## config.mk

```make
export PLATFORM = sky130hd
export DESIGN_NAME = alu_ext_flat
export DESIGN_NICKNAME = d
export VERILOG_FILES = /design/src/rtl/alu_ext_pkg.sv /design/src/rtl/alu_ext_if.sv /design/src/rtl/alu_seq_mul.sv /design/src/rtl/alu_ext.sv /design/src/flat_wrapper.sv
export SDC_FILE = /design/constraint.sdc
export NUM_CORES = 1
export LEC_CHECK = 0
export ABC_AREA = 1
export CORE_UTILIZATION = 56
export DETAILED_ROUTE_END_ITERATION = 8
export PLACE_DENSITY = 0.81
export SYNTH_ARGS = -nofsm -noshare
export SYNTH_HDL_FRONTEND = slang
export SYNTH_SLANG_ARGS = --single-unit
```

## constraint.sdc

```tcl
create_clock -name clk -period 2.7 [get_ports clk]
set_input_delay 0.405 -clock clk [delete_from_list [all_inputs] [get_ports clk]]
set_output_delay 0.405 -clock clk [all_outputs]
set_load 0.005 [all_outputs]
```

## src/rtl/alu_ext_pkg.sv

```systemverilog
// Shared opcode map and multiplier FSM state encoding for the alu_ext block.
package alu_ext_pkg;

   // Legacy opcodes: leading 0 followed by the original 4-bit code.
   localparam logic [4:0] CMD_ADAI = 5'b00000;
   localparam logic [4:0] CMD_MVAB = 5'b00001;
   localparam logic [4:0] CMD_INA  = 5'b00010;
   localparam logic [4:0] CMD_MVAI = 5'b00011;
   localparam logic [4:0] CMD_MVBA = 5'b00100;
   localparam logic [4:0] CMD_ADBI = 5'b00101;
   localparam logic [4:0] CMD_INB  = 5'b00110;
   localparam logic [4:0] CMD_MVBI = 5'b00111;
   localparam logic [4:0] CMD_OUTB = 5'b01001;
   localparam logic [4:0] CMD_OUTI = 5'b01011;
   localparam logic [4:0] CMD_JNCI = 5'b01110;
   localparam logic [4:0] CMD_JMPI = 5'b01111;

   // Extended register-register and conditional ops.
   localparam logic [4:0] CMD_ADAB = 5'b10000;
   localparam logic [4:0] CMD_SUAB = 5'b10001;
   localparam logic [4:0] CMD_ANAB = 5'b10010;
   localparam logic [4:0] CMD_ORAB = 5'b10011;
   localparam logic [4:0] CMD_XRAB = 5'b10100;
   localparam logic [4:0] CMD_JCI  = 5'b10101;
   localparam logic [4:0] CMD_JZI  = 5'b10110;
   localparam logic [4:0] CMD_MUL  = 5'b10111;

   // Multiplier sequencer state: IDLE -> RUN -> IDLE.
   typedef logic [0:0] mul_state_t;
   localparam mul_state_t ST_IDLE = 1'b0;
   localparam mul_state_t ST_RUN  = 1'b1;

endpackage

```

## src/rtl/alu_ext_if.sv

```systemverilog
// Bus between the decoder/cycle sequencer (master) and the ALU (slave).
//
// Handshake: there is no valid/ready pair. The sequencer presents command and
// operands together with cycle; the ALU acts only on the edge where
// cycle == EXEC_CYCLE and busy == 0, and clears its strobes on the edge where
// cycle == CLEAR_CYCLE. While busy is high the sequencer must hold cycle at
// EXEC_CYCLE; the ALU ignores everything but a clear during that time.
interface alu_ext_if #(
   parameter int WIDTH = 4,
   parameter int CYC_W = 3
);
   // Sequencer -> ALU
   logic [CYC_W-1:0] cycle;
   logic [4:0]       command;
   logic [WIDTH-1:0] immediate;
   logic [WIDTH-1:0] a;
   logic [WIDTH-1:0] b;
   logic [WIDTH-1:0] in;

   // ALU -> register file / PC
   logic             write_a;
   logic             write_b;
   logic             write_out;
   logic             jump;
   logic             carry_out;
   logic             zero_out;
   logic             busy;
   logic [WIDTH-1:0] data;

   // Multiplier FSM state, exposed for observation.
   alu_ext_pkg::mul_state_t dbg_mul_state;

   modport master (
      output cycle, command, immediate, a, b, in,
      input  write_a, write_b, write_out, jump, carry_out, zero_out, busy, data,
      input  dbg_mul_state
   );

   modport slave (
      input  cycle, command, immediate, a, b, in,
      output write_a, write_b, write_out, jump, carry_out, zero_out, busy, data,
      output dbg_mul_state
   );

endinterface

```

## src/rtl/alu_seq_mul.sv

```systemverilog
// Sequential shift-add multiplier: one partial-product step per clock,
// WIDTH steps per multiply.
//
// done_o is high during the clock whose rising edge commits the final step,
// and product_o carries the product including the step being taken now. That
// lets the parent register the result on the same edge the FSM returns to
// IDLE, so busy lasts exactly WIDTH clocks.
module alu_seq_mul
   import alu_ext_pkg::*;
#(
   parameter int WIDTH = 4
) (
   input  logic               clk,
   input  logic               rst_ni,
   input  logic               start_i,
   input  logic [WIDTH-1:0]   a_i,
   input  logic [WIDTH-1:0]   b_i,
   output logic               busy_o,
   output logic               done_o,
   output logic [2*WIDTH-1:0] product_o,
   output mul_state_t         state_o
);

   localparam int              CNT_W = (WIDTH <= 2) ? 1 : $clog2(WIDTH);
   localparam logic [CNT_W-1:0] LAST = CNT_W'(WIDTH - 1);

   mul_state_t         state_q,  state_d;
   logic [CNT_W-1:0]   cnt_q,    cnt_d;
   logic [2*WIDTH-1:0] mcand_q,  mcand_d;
   logic [WIDTH-1:0]   mplier_q, mplier_d;
   logic [2*WIDTH-1:0] prod_q,   prod_d;
   logic [2*WIDTH-1:0] step_prod;

   // Partial product after adding the shifted multiplicand for the current bit.
   always_comb begin
      step_prod = prod_q + (mplier_q[0] ? mcand_q : '0);
   end

   // Next-state logic: latch operands on start, then shift-add until the last step.
   always_comb begin
      state_d  = state_q;
      cnt_d    = cnt_q;
      mcand_d  = mcand_q;
      mplier_d = mplier_q;
      prod_d   = prod_q;
      case (state_q)
         ST_IDLE: begin
            if (start_i) begin
               state_d  = ST_RUN;
               cnt_d    = '0;
               mcand_d  = {{WIDTH{1'b0}}, a_i};
               mplier_d = b_i;
               prod_d   = '0;
            end
         end
         default: begin
            prod_d   = step_prod;
            mcand_d  = mcand_q << 1;
            mplier_d = mplier_q >> 1;
            if (cnt_q == LAST) begin
               state_d = ST_IDLE;
               cnt_d   = '0;
            end else begin
               cnt_d   = cnt_q + CNT_W'(1);
            end
         end
      endcase
   end

   // State registers; reset abandons any multiply in flight.
   always_ff @(posedge clk) begin
      if (!rst_ni) begin
         state_q  <= ST_IDLE;
         cnt_q    <= '0;
         mcand_q  <= '0;
         mplier_q <= '0;
         prod_q   <= '0;
      end else begin
         state_q  <= state_d;
         cnt_q    <= cnt_d;
         mcand_q  <= mcand_d;
         mplier_q <= mplier_d;
         prod_q   <= prod_d;
      end
   end

   assign busy_o    = (state_q == ST_RUN);
   assign done_o    = (state_q == ST_RUN) && (cnt_q == LAST);
   assign product_o = step_prod;
   assign state_o   = state_q;

endmodule

```

## src/rtl/alu_ext.sv

```systemverilog
// WIDTH-bit ALU between the cycle sequencer and the A/B/OUT registers and PC.
// Single-cycle ops execute on the EXEC_CYCLE edge; MUL runs on the
// sequential multiplier and holds the sequencer off through busy.
module alu_ext
   import alu_ext_pkg::*;
#(
   parameter int WIDTH       = 4,
   parameter int CYC_W       = 3,
   parameter int EXEC_CYCLE  = 5,
   parameter int CLEAR_CYCLE = 1
) (
   input logic      clk,
   input logic      reset,
   alu_ext_if.slave bus
);

   localparam logic [CYC_W-1:0] EXEC_C  = CYC_W'(EXEC_CYCLE);
   localparam logic [CYC_W-1:0] CLEAR_C = CYC_W'(CLEAR_CYCLE);

   logic [WIDTH-1:0] data_q, data_d;
   logic             write_a_q, write_a_d;
   logic             write_b_q, write_b_d;
   logic             write_out_q, write_out_d;
   logic             jump_q, jump_d;
   logic             carry_q, carry_d;
   logic             zero_q, zero_d;
   logic             set_zero;

   logic             exec_en;
   logic             clear_en;
   logic             mul_start;
   logic             mul_busy;
   logic             mul_done;
   logic [2*WIDTH-1:0] mul_product;
   logic [WIDTH-1:0] mul_lo;
   logic [WIDTH-1:0] mul_hi;
   mul_state_t       mul_state;

   // WIDTH+1-bit sums so the top bit is the carry (or borrow for subtract).
   logic [WIDTH:0]   sum_ai;
   logic [WIDTH:0]   sum_bi;
   logic [WIDTH:0]   sum_ab;
   logic [WIDTH:0]   diff_ab;

   assign sum_ai  = {1'b0, bus.a} + {1'b0, bus.immediate};
   assign sum_bi  = {1'b0, bus.b} + {1'b0, bus.immediate};
   assign sum_ab  = {1'b0, bus.a} + {1'b0, bus.b};
   assign diff_ab = {1'b0, bus.a} - {1'b0, bus.b};

   // A busy multiplier blocks re-execution even with cycle parked at EXEC.
   assign exec_en   = (bus.cycle == EXEC_C) && !mul_busy;
   assign clear_en  = (bus.cycle == CLEAR_C);
   assign mul_start = reset && exec_en && (bus.command == CMD_MUL);

   assign mul_lo = mul_product[WIDTH-1:0];
   assign mul_hi = mul_product[2*WIDTH-1:WIDTH];

   alu_seq_mul #(
      .WIDTH (WIDTH)
   ) u_mul (
      .clk       (clk),
      .rst_ni    (reset),
      .start_i   (mul_start),
      .a_i       (bus.a),
      .b_i       (bus.b),
      .busy_o    (mul_busy),
      .done_o    (mul_done),
      .product_o (mul_product),
      .state_o   (mul_state)
   );

   // Decode the command into the values registered on an execute edge.
   always_comb begin
      data_d      = '0;
      write_a_d   = 1'b0;
      write_b_d   = 1'b0;
      write_out_d = 1'b0;
      jump_d      = 1'b0;
      carry_d     = carry_q;
      set_zero    = 1'b0;
      case (bus.command)
         CMD_ADAI: begin {carry_d, data_d} = sum_ai; write_a_d = 1'b1; set_zero = 1'b1; end
         CMD_MVAB: begin data_d = bus.b;         write_a_d   = 1'b1; end
         CMD_INA:  begin data_d = bus.in;        write_a_d   = 1'b1; end
         CMD_MVAI: begin data_d = bus.immediate; write_a_d   = 1'b1; end
         CMD_MVBA: begin data_d = bus.a;         write_b_d   = 1'b1; end
         CMD_ADBI: begin {carry_d, data_d} = sum_bi; write_b_d = 1'b1; set_zero = 1'b1; end
         CMD_INB:  begin data_d = bus.in;        write_b_d   = 1'b1; end
         CMD_MVBI: begin data_d = bus.immediate; write_b_d   = 1'b1; end
         CMD_OUTB: begin data_d = bus.b;         write_out_d = 1'b1; end
         CMD_OUTI: begin data_d = bus.immediate; write_out_d = 1'b1; end
         CMD_JNCI: begin data_d = bus.immediate; jump_d = !carry_q; end
         CMD_JMPI: begin data_d = bus.immediate; jump_d = 1'b1; end
         CMD_ADAB: begin {carry_d, data_d} = sum_ab; write_a_d = 1'b1; set_zero = 1'b1; end
         CMD_SUAB: begin {carry_d, data_d} = diff_ab; write_a_d = 1'b1; set_zero = 1'b1; end
         CMD_ANAB: begin data_d = bus.a & bus.b; carry_d = 1'b0; write_a_d = 1'b1; set_zero = 1'b1; end
         CMD_ORAB: begin data_d = bus.a | bus.b; carry_d = 1'b0; write_a_d = 1'b1; set_zero = 1'b1; end
         CMD_XRAB: begin data_d = bus.a ^ bus.b; carry_d = 1'b0; write_a_d = 1'b1; set_zero = 1'b1; end
         CMD_JCI:  begin data_d = bus.immediate; jump_d = carry_q; end
         CMD_JZI:  begin data_d = bus.immediate; jump_d = zero_q; end
         // Start edge: strobes drop, data and flags wait for the product.
         CMD_MUL:  begin data_d = data_q; end
         default:  begin data_d = '0; end
      endcase
      zero_d = set_zero ? (data_d == '0) : zero_q;
   end

   // Output registers. Reset beats everything; a finishing multiply beats a
   // clear so the product write is never lost; execute and clear are exclusive.
   always_ff @(posedge clk) begin
      if (!reset) begin
         data_q      <= '0;
         write_a_q   <= 1'b0;
         write_b_q   <= 1'b0;
         write_out_q <= 1'b0;
         jump_q      <= 1'b0;
         carry_q     <= 1'b0;
         zero_q      <= 1'b0;
      end else if (mul_done) begin
         data_q      <= mul_lo;
         write_a_q   <= 1'b1;
         write_b_q   <= 1'b0;
         write_out_q <= 1'b0;
         jump_q      <= 1'b0;
         carry_q     <= |mul_hi;
         zero_q      <= (mul_lo == '0);
      end else if (exec_en) begin
         data_q      <= data_d;
         write_a_q   <= write_a_d;
         write_b_q   <= write_b_d;
         write_out_q <= write_out_d;
         jump_q      <= jump_d;
         carry_q     <= carry_d;
         zero_q      <= zero_d;
      end else if (clear_en) begin
         write_a_q   <= 1'b0;
         write_b_q   <= 1'b0;
         write_out_q <= 1'b0;
         jump_q      <= 1'b0;
      end
   end

   assign bus.data          = data_q;
   assign bus.write_a       = write_a_q;
   assign bus.write_b       = write_b_q;
   assign bus.write_out     = write_out_q;
   assign bus.jump          = jump_q;
   assign bus.carry_out     = carry_q;
   assign bus.zero_out      = zero_q;
   assign bus.busy          = mul_busy;
   assign bus.dbg_mul_state = mul_state;

endmodule

```

## src/flat_wrapper.sv

```systemverilog
// flat-port wrapper written by rule: the top's interface ports become plain ports
module alu_ext_flat import alu_ext_pkg::*;
#(
   parameter int WIDTH       = 4,
   parameter int CYC_W       = 3,
   parameter int EXEC_CYCLE  = 5,
   parameter int CLEAR_CYCLE = 1
)
  (clk, reset, bus_cycle, bus_command, bus_immediate, bus_a, bus_b, bus_in, bus_write_a, bus_write_b, bus_write_out, bus_jump, bus_carry_out, bus_zero_out, bus_busy, bus_data, bus_dbg_mul_state);
  alu_ext_if #(.WIDTH(WIDTH), .CYC_W(CYC_W)) bus_i ();
  input logic clk;
  input logic reset;
  input wire logic [$bits(bus_i.cycle)-1:0] bus_cycle;
  input wire logic [$bits(bus_i.command)-1:0] bus_command;
  input wire logic [$bits(bus_i.immediate)-1:0] bus_immediate;
  input wire logic [$bits(bus_i.a)-1:0] bus_a;
  input wire logic [$bits(bus_i.b)-1:0] bus_b;
  input wire logic [$bits(bus_i.in)-1:0] bus_in;
  output wire logic [$bits(bus_i.write_a)-1:0] bus_write_a;
  output wire logic [$bits(bus_i.write_b)-1:0] bus_write_b;
  output wire logic [$bits(bus_i.write_out)-1:0] bus_write_out;
  output wire logic [$bits(bus_i.jump)-1:0] bus_jump;
  output wire logic [$bits(bus_i.carry_out)-1:0] bus_carry_out;
  output wire logic [$bits(bus_i.zero_out)-1:0] bus_zero_out;
  output wire logic [$bits(bus_i.busy)-1:0] bus_busy;
  output wire logic [$bits(bus_i.data)-1:0] bus_data;
  output wire logic [$bits(bus_i.dbg_mul_state)-1:0] bus_dbg_mul_state;
  assign bus_i.cycle = bus_cycle;
  assign bus_i.command = bus_command;
  assign bus_i.immediate = bus_immediate;
  assign bus_i.a = bus_a;
  assign bus_i.b = bus_b;
  assign bus_i.in = bus_in;
  assign bus_write_a = bus_i.write_a;
  assign bus_write_b = bus_i.write_b;
  assign bus_write_out = bus_i.write_out;
  assign bus_jump = bus_i.jump;
  assign bus_carry_out = bus_i.carry_out;
  assign bus_zero_out = bus_i.zero_out;
  assign bus_busy = bus_i.busy;
  assign bus_data = bus_i.data;
  assign bus_dbg_mul_state = bus_i.dbg_mul_state;
  alu_ext #(.WIDTH(WIDTH), .CYC_W(CYC_W), .EXEC_CYCLE(EXEC_CYCLE), .CLEAR_CYCLE(CLEAR_CYCLE)) u_core (.clk(clk), .reset(reset), .bus(bus_i));
endmodule
```

* After elaboration in Yosys (flattened, before gate mapping)
Index checks and enable logic that the tools add are counted.
Widths: inputs -> output; s select.
** Word-level totals
- Register bits after elaboration :: 33
- Word-level logic and storage cells :: 107
** Cells by class
- Add/sub/neg operators :: 6
- Equal/unequal tests :: 22
- Mux-type cells :: 33
- Bitwise logic cells :: 4
- Reduce and logical (&&, ||, !) cells :: 28
** Operators with widths (number)
- $pmux 4 s12 :: 1
- $eq 5x5->1 const B :: 8
- $mux 8 :: 5
- $eq 5x3->1 const B :: 4
- $eq 5x4->1 const B :: 4
- $mux 1 :: 18
- $add 4x4->5 :: 3
- $reduce_or 7->1 :: 2
- $eq 5x2->1 const B :: 2
- $reduce_or 2->1 :: 5
- $reduce_or 9->1 :: 1
- $add 8x8->8 :: 1
- $logic_not 4->1 :: 2
- $mux 4 :: 2
- $reduce_bool 2->1 :: 4
- $reduce_or 4->1 :: 2
- $mux 2 :: 3
- $mux 3 :: 2
- $reduce_bool 6->1 :: 1
- $eq 5x1->1 const B :: 1
- $logic_not 5->1 :: 1
- $pmux 1 s5 :: 1
- $sub 4x4->5 :: 1
- $and 4x4->4 :: 1
- other kinds (13) :: 18

* Logic depth before layout (Yosys ltp)
Gate-level depths: netlist (run 1).
- Depth after elaboration :: 7
- Depth in mapped cells :: 15

* By module
From an unflattened synthesis (run 1), not the netlist that was laid out.
** Unflattened totals
- Cell total of the unflattened synthesis :: 455
- Area, all modules :: 2937.8 um^2
** By module, submodules not included
- alu_ext :: instances 1, cells each 279, area an instance 1649.1 um^2
- alu_seq_mul :: instances 1, cells each 176, area an instance 1288.7 um^2

* Least setup slack after synthesis (run 1)
OpenSTA, ideal clock, no wires.
- Path type :: register -> register
- Start point :: register u_core.u_mul.mplier_q[0]
- End point :: register u_core.carry_q (netlist: u_core.bus.carry_out)
- Arrival :: 1.758 ns
- Slack :: 0.810 ns
- Cell stages (with the launch flop) :: 14
- Buffers on the path :: 1
- Clock period less this slack :: 1.890 ns
- Path through :: dfxtp_1 -> buf_2 -> nand2_1 -> inv_1 -> ha_1 -> fa_1 -> nand3_1 -> nand3_1 -> xor2_1 -> nand2_1 -> nor2_1 -> nand3_1 -> nand2_1 -> a21oi_1
** On the way
- Cells in the longest elaborated chain, start to end :: 4
** Ends and longest elaborated chain
- start, declared :: line alu_seq_mul.sv:30 : logic [WIDTH-1:0] mplier_q, mplier_d;
- start signal, assigned :: line alu_seq_mul.sv:82 : mplier_q <= mplier_d;
- $mux 8 :: line alu_seq_mul.sv:36 : step_prod = prod_q + (mplier_q[0] ? mcand_q : '0);
- $add 8x8->8 :: line alu_seq_mul.sv:36
- $reduce_or 4->1 :: line alu_ext.sv:125 : carry_q <= |mul_hi;
- $mux 1 :: line alu_ext.sv:119 : end else if (mul_done) begin
- end signal, assigned :: line alu_ext.sv:125
- end signal, assigned :: line alu_ext.sv:133 : carry_q <= carry_d;
- end, declared :: line alu_ext.sv:25 : logic carry_q, carry_d;
Every way passes these cells.
A chain may end at the register's enable or synchronous reset.

* Final worst setup path (run 1)
- Start point :: input bus_b[0]
- End point :: register u_core.zero_q (netlist: u_core.bus.zero_out)
** On the way
- Cells in the longest elaborated chain, start to end :: 6
- Elaborated cells between the ends (all ways) :: 11
** Ends and longest elaborated chain
- start, declared :: line flat_wrapper.sv:17 : input wire logic [$bits(bus_i.b)-1:0] bus_b;
- $sub 4x4->5, or another cell as far along :: line alu_ext.sv:48 : assign diff_ab = {1'b0, bus.a} - {1'b0, bus.b};
- $pmux 4 s12 * :: line alu_ext.sv:81 : case (bus.command)
- $logic_not 4->1 * :: line alu_ext.sv:105 : zero_d = set_zero ? (data_d == '0) : zero_q;
- $mux 1 * :: line alu_ext.sv:105
- $mux 1 * :: line alu_ext.sv:127 : end else if (exec_en) begin
- $mux 1 * :: line alu_ext.sv:119
- end signal, assigned :: line alu_ext.sv:126 : zero_q <= (mul_lo == '0);
- end signal, assigned :: line alu_ext.sv:134 : zero_q <= zero_d;
- end, declared :: line alu_ext.sv:26 : logic zero_q, zero_d;
Mark *: on every way between the ends. The rest lies on a longest branch, timed or not. The select of a mux whose other input is x is not followed.

==> results.cfg, run 1 <==
[status]
status = complete, no violations

[routing]
drt_iter0_markers = 248
wl_microns = 8580
wire_per_inst_microns = 14.7
vias = 3246
firstDrtPassIters = 5
viasPerCell = 5.55
antenna_left = 0
drc = 0

[floorplanning]
dieArea_sq_um = 5600
initial_core_util = 0.581
die_w_microns = 74.8
core_area_sq_um = 5110
die_h_microns = 74.8
rows = 26
io_pins = 38

[setup_path]
rrSetupSlack_ns = 0.59
worst-path-max-fanout = 6
rr_endpoint = u_core.bus.carry_out$_SDFFE_PN0P_
crit_type = in -> reg
cp-end-kind = register
cp.arrival_ns = 2.61
crit_top_cell = nand3_1
rr_worst_depth = 12
slowest_stage = clkdlybuf4s50_1
r2r_start = u_core.u_mul.mplier_q[0]$_SDFFE_PN0P_
worstSetupStartpointType = input pin
crit_chain = clkdlybuf4s50_1 -> ha_1 -> fa_1 -> or2_2 -> nand3_1 -> nand3_1 -> nor2_1 -> nand2_1 -> nor2_1 -> nand3_1 -> a21oi_1
cp_data_required_time_ns = 2.92
cpPeakStageDelay_ns = 0.56

[placement]
hpwlAfterDp_microns = 6920
placed_area_sq_um = 3450
place.gp.congestion = 0.886
portBuffers = 37

[sta]
tightest_slew_ns = 0.493
fmax_mhz = 418
drv_slew = 0
fin_crit_ns = 2.39
fin_crit_sh = 0.886
final_hold_viol_count = 0
fin_skew_ns = 0.0110
setup_tns_ns = 0
rsz0062_at_grt = false
hold_ws_ns = 0.469
setup_viol = 0
relSlewSlack = 0.670

[final_layout]
final_cell_mix = nand2_1 (127), inv_1 (51), nor2_1 (46)
stdcell_area_sq_um = 3540
final_common_cell = nand2_1
area_growth_pct = 19.1
diodes = 0
fill_cells = 477
layout.nets = 573
drive_gt1_frac = 0.0738

[clocking]
cts_sinks = 33
clk_pin_slew_ns = 0.07
cts_hold_buffers = 0
root_buffer = clkbuf_8
cts_tree = built
cts_made_buffers = 5
cts-resized-gates = 0
cts-htree-levels = 2
cts_buffer_depth = 2
clk_latency_ns = 0.28
cts_setup_buffers = 0

[pwr]
p_leak_uw = 0.00172
peakVddDrop_mv = 0.331
power_uw = 1130
power_density_nw_per_um2 = 320

[global_routing]
overflow = 0
grt_pass1_wl_microns = 13800
antenna_found_initial = 0
grt_max_degree = 22
grt_use_total = 0.330
grt_pass1_vias = 2899

[worst_hold_path]
worstHoldStart = u_core.bus.jump$_SDFFE_PP0P_
hold_class = reg -> reg
min_to = u_core.bus.jump$_SDFFE_PP0P_
hold_depth = 2

[job]
maxCapViolCount = 0

[synth]
async_flop_share = 0
syn_avg_cell_area_sq_um = 6.32
synth_edf_count = 0
ys_types = 33
synth_fp_nets = 529
syn_area_sq_um = 2970
syn_inst = 470
ys.flop_type = dfxtp_1
synth_warnings = 0
synth_seq_cells = 33
yosysSeqAreaShare = 0.223
-- critical path: cells and delay by family --
kind            cells  cell delay [ns]
compound gates      1             0.12
simple gates        7             0.82
fa+ha+maj           2             0.70
buf+inv             1             0.56
-- cell families after synthesis --
logic type               Yosys count  synth area share
AND/OR/NAND/NOR                  250             0.370
AO/OA/AOI/OAI                     72             0.129
adder cells (fa/ha/maj)           33             0.152
XOR/XNOR                           9            0.0266
buffers and inverters             73             0.100
flip-flops                        33             0.223
-- stage by stage --
stage	std cells	setup slack (ns)	util
after floorplan	470	0.810	-
after global placement	577	0.110	0.676
after detailed placement	577	0.0588	0.676
after CTS	585	0.346	0.692
after global routing	585	0.110	0.692
final	585	0.309	0.692
-- cell type report --
type / count / area [sq um] / area share
Inverter: 60 / 225 / 0.0637
Clock buffer: 7 / 76.3 / 0.0216
Timing Repair Buffer: 50 / 468 / 0.132
Tap cell: 70 / 87.6 / 0.0248
Sequential cell: 33 / 661 / 0.187
Multi-Input combinational cell: 364 / 2010 / 0.569
Clock inverter: 1 / 7.51 / 0.00212
-- worst max-delay path by stage --
stage                                                     start                                end  slack (ns)  depth (start not counted)
final                                                  bus_b[0]   u_core.bus.zero_out$_SDFFE_PN0P_        0.31                         11
after global routing                                   bus_b[0]   u_core.bus.zero_out$_SDFFE_PN0P_        0.11                         11
after CTS                                              bus_b[0]   u_core.bus.zero_out$_SDFFE_PN0P_        0.35                         11
after detailed placement                               bus_b[0]   u_core.bus.zero_out$_SDFFE_PN0P_        0.06                         11
after global placement                                 bus_b[0]   u_core.bus.zero_out$_SDFFE_PN0P_        0.11                         11
after floorplan           u_core.u_mul.mplier_q[0]$_SDFFE_PN0P_  u_core.bus.carry_out$_SDFFE_PN0P_        0.81                         13
-- layer usage --
metal,part of all wire,vias to the layer above,track usage,wire length [microns]
met2,0.45,129,0.539,3860
met4,0.022,0,0.0901,191
met5,0,-,0,0
met1,0.47,1466,0.454,4000
li1,-,1631,-,-
met3,0.062,20,0.0509,529
-- power breakdown --
part	internal [uW]	total [uW]	switching, uW
registers	491	495	3.92
clock network	182	361	179
logic	114	277	163
total	788	1130	345
-- synthesized netlist by cell type (all sizes together) (2+ instances only) --
master	number	area [sq um]
nor2	48	195
o21bai	2	15.0
fa	5	100
xor2	6	52.6
or2	5	31.3
nand4	15	93.8
nand3	45	235
nor3	7	46.3
a31oi	6	37.5
xnor2	3	26.3
inv	59	221
clkbuf	5	18.8
a21oi	38	190
ha	28	350
nand2	128	483
o21ai	22	110
buf	8	53.8
dfxtp	33	661
-- sequential cells by signal, summed over array words and instances (netlist names), 2 cells and up --
signal                 flops
u_core.u_mul.prod_q        8
u_core.u_mul.cnt_q         2
u_core.bus.data            4
u_core.u_mul.mcand_q       8
u_core.u_mul.mplier_q      4
Note: power is estimated with default switching activity, not from simulation.
==> run 2: changes to the inputs <==
--- a/config.mk
+++ b/config.mk
@@ -6,9 +6,8 @@
 export NUM_CORES = 1
 export LEC_CHECK = 0
 export ABC_AREA = 1
-export CORE_UTILIZATION = 56
+export CORE_UTILIZATION = 35
 export DETAILED_ROUTE_END_ITERATION = 8
-export PLACE_DENSITY = 0.81
 export SYNTH_ARGS = -nofsm -noshare
 export SYNTH_HDL_FRONTEND = slang
 export SYNTH_SLANG_ARGS = --single-unit
==> run 2 against run 1 <==
Net effect:
- largest power group unchanged
- clock skew down 0.0049 ns
- routed wire length increased by 4.8%
- count of clock-buffer cells in the layout stayed put
- power is 12% higher
- cell area grew 3.1%
- flip-flop and latch count did not move
- combinational power rose by 4%
- cell count up 6.5%
- worst hold slack lost 0.0084 ns
- register-to-register slack better by 0.02 ns
- utilization down 25 points
- die area grew 58%
==> results.cfg, run 2 (same netlist as run 1, synthesis figures left out) <==
[pwr]
peakVddDrop_mv = 0.227
p_int_uw = 912
pwr-share-clk = 0.382
p_sw_frac = 0.280
comb_power_share = 0.227
seq_power_share = 0.391
power_density_nw_per_um2 = 347
p_switching_uw = 355
p_leak_uw = 0.00176

[floorplanning]
die_h_microns = 94.1
core_area_sq_um = 8220
initial_core_util = 0.361
dieArea_sq_um = 8860
rows = 33
die_w_microns = 94.1
io_pins = 38

[setup_path]
worst-path-max-fanout = 6
crit_top_cell = nand3_1
worstSetupStartpointType = input pin
rrSetupSlack_ns = 0.61
cp_top_family = simple AND/OR/NAND/NOR gates
worst-path-buf-inv = 1
cp_data_required_time_ns = 2.91
crit_chain = clkdlybuf4s50_1 -> ha_1 -> fa_1 -> or2_2 -> nand3_1 -> nand3_1 -> nor2_1 -> nand2_1 -> nor2_1 -> nand3_1 -> a21oi_1
cp.arrival_ns = 2.59
cpPeakStageDelay_ns = 0.52
slowest_stage = clkdlybuf4s50_1
cp-end-kind = register
crit_type = in -> reg

[sta]
rsz0062_at_grt = false
final_hold_viol_count = 0
setup_slack_ns = 0.327
drv_slew = 0
fin_crit_ns = 2.37
tightest_slew_ns = 0.422
setup_viol = 0
fin_skew_ns = 0.00613
setup_tns_ns = 0
fin_crit_sh = 0.879
fmax_mhz = 421
hold_ws_ns = 0.460
relSlewSlack = 0.718

[global_routing]
grt_pass1_vias = 2898
overflow = 0
grt_pass1_wl_microns = 14500
grt_use_total = 0.213
grt_max_degree = 22
antenna_found_initial = 0

[final_layout]
area_growth_pct = 22.8
final_cell_mix = nand2_1 (127), inv_1 (51), nor2_1 (46)
stdcell_area_sq_um = 3650
final_common_cell = nand2_1
diodes = 0
drive_gt1_frac = 0.0811
reg.largest.list = u_core.u_mul.mcand_q (8), u_core.u_mul.prod_q (8)
layout.nets = 576

[routing]
viasPerCell = 5.15
firstDrtPassIters = 5
antenna_left = 0
wire_per_inst_microns = 14.4
drc = 0
drt_iter0_markers = 276
vias = 3206
wl_microns = 8990

[worst_hold_path]
hold_class = reg -> reg

[placement]
dp_slack_ns = 0.0664
hpwlAfterDp_microns = 7160
placed_area_sq_um = 3530
place.gp.congestion = 0.960
portBuffers = 37

[clocking]
cts-htree-levels = 2
clk_pin_slew_ns = 0.07
cts_made_buffers = 5
clk_latency_ns = 0.28
root_buffer = clkbuf_8
cts_hold_buffers = 0
cts_sinks = 33
cts-resized-gates = 0
cts_setup_buffers = 0
cts_buffer_depth = 2
cts_tree = built

[job]
maxCapViolCount = 0

[status]
status = complete, no violations
[run 2: changes by cell type in the layout (fill, tap and decap cells not counted), sizes merged]
cell / previous run / this run
buf: 13 / 16
bufinv: 0 / 1
clkinvlp: 1 / 0
[run 2: cell type report]
| type | count | area (sq um) |
|---|---|---|
| repair buffers | 53 | 503 |
| clock inverters | 1 | 30.0 |
| flip-flops and latches | 33 | 661 |
| well taps | 105 | 131 |
| clock buffers | 7 | 86.3 |
| multi-input cells | 364 | 2010 |
| inverters | 60 | 225 |
| fillers | 873 | 4570 |
[run 2: final timing paths]
check                                             start                                  to  cells after the start
hold reg to reg      u_core.u_mul.cnt_q[0]$_SDFFE_PN0P_  u_core.u_mul.cnt_q[0]$_SDFFE_PN0P_                      1
setup / recovery                               bus_b[0]    u_core.bus.zero_out$_SDFFE_PN0P_                     11
setup reg to reg  u_core.u_mul.mplier_q[0]$_SDFFE_PN0P_   u_core.bus.carry_out$_SDFFE_PN0P_                     12
hold / removal       u_core.u_mul.cnt_q[0]$_SDFFE_PN0P_  u_core.u_mul.cnt_q[0]$_SDFFE_PN0P_                      1
[run 2: power groups by stage]
| stage | combinational, uW | clock (uW) | sequential, uW |
|---|---|---|---|
| 2_1_floorplan | 152 | 0 | 505 |
| 3_3_place_gp | 283 | 0 | 507 |
| 3_5_place_dp | 283 | 0 | 507 |
| 4_1_cts | 285 | 493 | 495 |
| 5_1_grt | 318 | 520 | 496 |
| 6_report | 288 | 483 | 496 |
[run 2: metal layers]
layer | track usage | part of all wire | vias to the layer above
li1 | - | - | 1637
met1 | 0.305 | 0.48 | 1451
met2 | 0.323 | 0.43 | 109
met3 | 0.0396 | 0.069 | 9
met4 | 0.0564 | 0.017 | 0
met5 | 0 | 0 | -
[run 2: stage by stage]
stage / utilization / power [uW] / cells
floorplan: - / 658 / 470
global placement: 0.430 / 789 / 615
finish: 0.444 / 1270 / 623
detailed placement: 0.430 / 790 / 615
CTS: 0.444 / 1270 / 623
global route: 0.444 / 1330 / 623
